[src/rtl/mux_nx1_seq.sv]
// mux_nx1_seq: registered N:1 mux with a valid/ready output stage.
// Define MUX_NX1_SCAN_EN to build in the auto-scan index generator.
module mux_nx1_seq #(
   parameter int WIDTH = 8,
   parameter int DEPTH = 16
) (
   input  logic                     clk,
   input  logic                     rst,
   input  logic [WIDTH-1:0]         i [DEPTH-1:0],
   input  logic [$clog2(DEPTH)-1:0] s,
   input  logic                     mode,
   input  logic                     in_valid,
   input  logic                     y_ready,
   output logic [WIDTH-1:0]         y,
   output logic                     y_valid,
   output logic [$clog2(DEPTH)-1:0] y_sel,
   output logic                     sel_err
);

   localparam int SEL_W = $clog2(DEPTH);
   localparam logic [SEL_W:0] DEPTH_X =
      (SEL_W+1)'(DEPTH);

   logic             load;
   logic [SEL_W-1:0] idx;
   logic             idx_ok;
   logic [WIDTH-1:0] pick;

   assign load   = in_valid && (!y_valid || y_ready);
   assign idx_ok = {1'b0, idx} < DEPTH_X;

   // Compare-based mux never indexes past DEPTH-1
   always_comb begin
      pick = '0;
      for (int k = 0; k < DEPTH; k++) begin
         if (idx == SEL_W'(k)) begin
            pick = i[k];
         end
      end
   end

`ifdef MUX_NX1_SCAN_EN
   localparam logic [SEL_W:0] LAST_X =
      (SEL_W+1)'(DEPTH-1);

   logic [SEL_W-1:0] scan_ptr;
   logic [SEL_W-1:0] scan_nxt;
   logic             mode_q;
   logic             entry;
   logic             s_ok;

   function automatic logic [SEL_W-1:0] wrap_inc(
      input logic [SEL_W-1:0] p
   );
      if ({1'b0, p} >= LAST_X) begin
         return '0;
      end
      return p + 1'b1;
   endfunction

   assign entry = mode && !mode_q;
   assign s_ok  = {1'b0, s} < DEPTH_X;

   // Scan entry seeds from s; an illegal s seeds 0
   always_comb begin
      idx      = s;
      scan_nxt = scan_ptr;
      unique case (1'b1)
         entry: begin
            idx      = s;
            scan_nxt = load ? wrap_inc(s)
                     : (s_ok ? s : '0);
         end
         (mode && !entry): begin
            idx = scan_ptr;
            if (load) begin
               scan_nxt = wrap_inc(scan_ptr);
            end
         end
         default: begin
            idx      = s;
            scan_nxt = scan_ptr;
         end
      endcase
   end

   always_ff @(posedge clk) begin
      if (rst) begin
         scan_ptr <= '0;
         mode_q   <= 1'b0;
      end else begin
         scan_ptr <= scan_nxt;
         mode_q   <= mode;
      end
   end
`else
   logic mode_unused;

   assign mode_unused = mode;
   assign idx         = s;
`endif

   always_ff @(posedge clk) begin
      if (rst) begin
         y       <= '0;
         y_valid <= 1'b0;
         y_sel   <= '0;
         sel_err <= 1'b0;
      end else if (load) begin
         y       <= idx_ok ? pick : '0;
         y_valid <= 1'b1;
         y_sel   <= idx;
         sel_err <= !idx_ok;
      end else if (y_ready) begin
         y_valid <= 1'b0;
      end
   end

endmodule

[config.mk]
export PLATFORM = sky130hd
export DESIGN_NAME = mux_nx1_seq
export DESIGN_NICKNAME = d
export VERILOG_FILES = /design/src/rtl/mux_nx1_seq.sv
export SDC_FILE = /design/constraint.sdc
export NUM_CORES = 1
export LEC_CHECK = 0
export CAP_MARGIN = 0
export CELL_PAD_IN_SITES_DETAIL_PLACEMENT = 0
export CELL_PAD_IN_SITES_GLOBAL_PLACEMENT = 1
export CORE_UTILIZATION = 24
export CTS_CLUSTER_SIZE = 40
export DETAILED_ROUTE_END_ITERATION = 10
export PLACE_DENSITY = 0.95
export RECOVER_POWER = 25
export SETUP_SLACK_MARGIN = 0.4
export SKIP_LAST_GASP = 1
export SYNTH_ARGS = -nofsm -noshare
export SYNTH_HDL_FRONTEND = slang
export SYNTH_SLANG_ARGS = --single-unit
[constraint.sdc]
create_clock -name clk -period 4.3 [get_ports clk]
set_clock_uncertainty 0.05 [all_clocks]
set_input_delay 1.075 -clock clk [delete_from_list [all_inputs] [get_ports clk]]
set_output_delay 1.075 -clock clk [all_outputs]
set_load 0.1 [all_outputs]
After elaboration in Yosys (flattened, before gate mapping)
Cells that the tools add are included.
{ "totals": {"elab_cells": 41, "register_bits": 13, "input_bits": 137} }
{ "classes": {"eq_ne": 15, "muxes": 18, "n_reduce_logical": 5} }
{ "op_table": {"columns": ["operator", "count"], "rows": [
  ["$mux 8", 16],
  ["$eq 4x4->1 const B", 8],
  ["$eq 4x3->1 const B", 4],
  ["$eq 4x2->1 const B", 2],
  ["$eq 4x1->1 const B", 1],
  ["$logic_not 4->1", 1],
  ["$mux 1", 2],
  ["$reduce_bool 2->1", 1],
  ["$logic_and 1x1->1", 1],
  ["$logic_not 1->1", 1],
  ["$logic_or 1x1->1", 1]
]} }

Longest topological paths before layout
{ "logic_depth": {"word_depth": 17, "mapped_depth": 7} }

Worst setup path before layout
Ideal clock, no wire load.
{ "synth_timing": {"kind": "in2reg", "startpoint": "in s[0]", "endpoint": "reg y[3]", "path_buffers": 1, "required_ns": 4.114, "arrival_time_ns": 2.110, "setup_slack_ns": 2.003, "cell_stages": 6, "path_cell_list": "buf_6 mux2_4 nand3_1 o311ai_1 a222oi_1 o221ai_1"} }
{ "synth_via": {"elab_chain_cells": 17} }
{ "synth_rtl": {"columns": ["element", "line_no", "rtl"], "rows": [
  ["start: declaration", "10", "input logic [$clog2(DEPTH)-1:0] s,"],
  ["$logic_not 4->1", "36", "if (idx == SEL_W'(k)) begin"],
  ["$mux 8 (15 in series)", "36", null],
  ["$mux 8 (*)", "36", null],
  ["end signal: assignment", "110", "y <= idx_ok ? pick : '0;"],
  ["end: declaration", "14", "output logic [WIDTH-1:0] y,"]
]} }
Mark *: on every way between the ends. The rest lies on a longest branch, timed or not.
A chain may end at the register's enable or synchronous reset.

Worst setup path in the final report
{ "layout_timing": {"startpoint": "in s[3]", "endpoint": "reg y[2]"} }
The elaborated chain is that of the path after synthesis.

==> results_dict.tcl <==
set metrics [dict create \
    power_uw 625 \
    setup_violations 0 \
    cts_tree "done" \
    start_util 0.249 \
    antennaDiodeCount 0 \
    drv_cap 0 \
    wl_per_cell_um 17.9 \
    synth_edf_count 0 \
    area_growth_syn_to_layout_pct 78.3 \
    yosysTopAreaCellShare 0.134 \
    yosysTopAreaCell "dfxtp_1" \
    post_cts_resize_count 0 \
    grt_pass1_wl_um 13600 \
    async_reset_ff_frac 0 \
    drt_iter0_markers 128 \
    grtUsageTotal 0.205 \
    route.detailed.drc 0 \
    drive_gt1_frac 0.0711 \
    ys_ff_latch 13 \
    worstPathRequired_ns 4.43 \
    rsz0062_at_grt "no" \
    grt.overflow.total 0 \
    synthMuxAreaShare 0.167 \
    irDropWorstVdd_mv 0.108 \
    synth_fa_ha_area_frac 0 \
    cts_setup_buffers 0 \
    io_pins 151 \
    seq_area_frac_synth 0.134 \
    hold_buffers 0 \
    ys.flop_type "dfxtp_1" \
    die_h_um 91.8 \
    synthTopCellsByArea "dfxtp_1 13%, mux2i_1 8.8%, a21oi_1 6.2%" \
    insertion_delay_ns 0.25 \
    slew_violations 0 \
    ant_nets 0 \
    ys_types 60 \
    grt_start_max_net_pins 40 \
    synthTopCellsByCount "24 x a21oi_1, 24 x nand2_1, 17 x mux2i_1, 17 x o21ai_0" \
    synth_xor_area_frac 0 \
    die-area_um2 8430 \
    final_area_um2 3450 \
    nets 532 \
    wirelength_um 8880 \
    num_rows 32 \
    critical_path_class "input pin to flop" \
    finalSetupTns_ns 0 \
    coreArea_um2 7770 \
    syn_area_per_cell_um2 7.39 \
    dp_hpwl_um 7110 \
    grt_pass1_vias 2653 \
    cts.reportedPaths.clkPinSlew_ns 0.06 \
    netlist_area_um2 1940 \
    hold_viol_final 0 \
    final.min_clock_period_ns 3.10 \
    status "completed" \
    placed_area_um2 3400 \
    fp.dieW_um 91.8 \
    utilization 0.444 \
    routabilityCongestion 0.925 \
    num_vias 2637 \
    fmax_mhz 322 \
    cts_buffers 3 \
    start_kind "input pin" \
    synth_cells 262 \
    yosysWarnings 0 \
    critPathMaxFanout 15 \
    period_share 0.721 \
    tightest_slew_ns 1.00 \
    drt_pre_antenna_iters 4 \
    powerDensity_nw_per_um2 181 \
    maxSlewHeadroom 0.331 \
    yosys.area_share.simple 0.226 \
    antenna_found_initial 0 \
    crit_path_end_kind "flop" \
    port_buffers 148 \
    hp-class "flop to flop" \
    synth_compound_area_frac 0.372 \
    clk_root_buffer_cell "clkbuf_8" \
    htree_levels 1 \
    syn_nets 399 \
    vias_per_cell 5.32 \
    cp.arrival_ns 3.23 \
    cts_sinks 13 \
    clk_path_buf_depth 2 \
    p_leak_uw 0.00125 \
    synth_top_family_by_area "compound AO/OA/AOI/OAI gates" \
]
[per-layer routing]
metal,GRT usage,part of all wire
met1,0.234,0.39
met2,0.373,0.49
met3,0.0539,0.095
met4,0.0573,0.022
met5,0,0
[per-stage QoR]
| step | hold slack, ns | setup slack [ns] | cells |
|---|---|---|---|
| after global placement | 0.395 | 0.979 | 492 |
| after floorplan | 0.821 | 2.00 | 262 |
| after detailed placement | 0.405 | 0.948 | 492 |
| final | 0.409 | 1.20 | 496 |
| after global routing | 0.430 | 0.983 | 496 |
| after CTS | 0.412 | 1.21 | 496 |
[layout make-up]
type	instances	area, um^2
clock buffer	3	41.3
timing repair buffer	153	1510
clock inverter	1	5.00
inverter	6	23.8
sequential	13	260
tap	102	128
fill	781	4320
multi-input combinational	218	1480
[flip-flops by register name (all words and copies together), names as in the netlist]
register / flops
y: 8
y_sel: 4
y_valid: 1
[cell usage in the layout (no fill, tap or decap), drive strengths merged, types with 3 or more instances in the layout]
master / netlist / routed
a211o: 3 / 3
a211oi: 4 / 4
a21o: 3 / 3
a21oi: 25 / 25
a22oi: 3 / 3
a31oi: 4 / 4
a32oi: 6 / 6
buf: 21 / 7
clkbuf: 4 / 3
clkdlybuf4s50: 0 / 144
dfxtp: 13 / 13
inv: 5 / 5
mux2: 9 / 9
mux2i: 17 / 17
nand2: 24 / 24
nand2b: 8 / 8
nand3: 5 / 5
nand4: 3 / 3
nor2: 14 / 14
nor2b: 6 / 6
nor3: 10 / 10
o211ai: 6 / 6
o21ai: 23 / 23
o22ai: 10 / 10
o311ai: 3 / 3
[where the power goes]
part           internal (uW)  leakage (uW)  switching [uW]  total (uW)
Sequential               130      0.000107            5.35         136
Clock                   64.2     0.0000255            48.4         113
Combinational            184       0.00111             192         376
Total                    378       0.00125             246         625
[cells by family after synthesis]
logic type / count (synthesis)
mux: 28
flops: 13
other cells: 1
compound gates: 107
simple gates: 82
buf+inv: 31
[final timing paths]
kind                                              end  slack (ns)             startpoint  cells after the start
worst max-delay path                y[2]$_SDFFE_PP0P_        1.20                   s[3]                      6
worst min-delay path            y_sel[0]$_SDFFE_PP0P_        0.41  y_sel[0]$_SDFFE_PP0P_                      2
worst max register to register      y[2]$_SDFFE_PP0P_        2.71   y_valid$_SDFFE_PP0P_                      5
worst min register to register  y_sel[0]$_SDFFE_PP0P_        0.41  y_sel[0]$_SDFFE_PP0P_                      2
[critical path, stage by stage]
cell	delay, ns
clkdlybuf4s50_1	0.69
nor2b_1	0.67
a32oi_1	0.26
a32oi_1	0.28
o2bb2ai_1	0.12
a21oi_1	0.15
(Power assumes the default switching activity.)
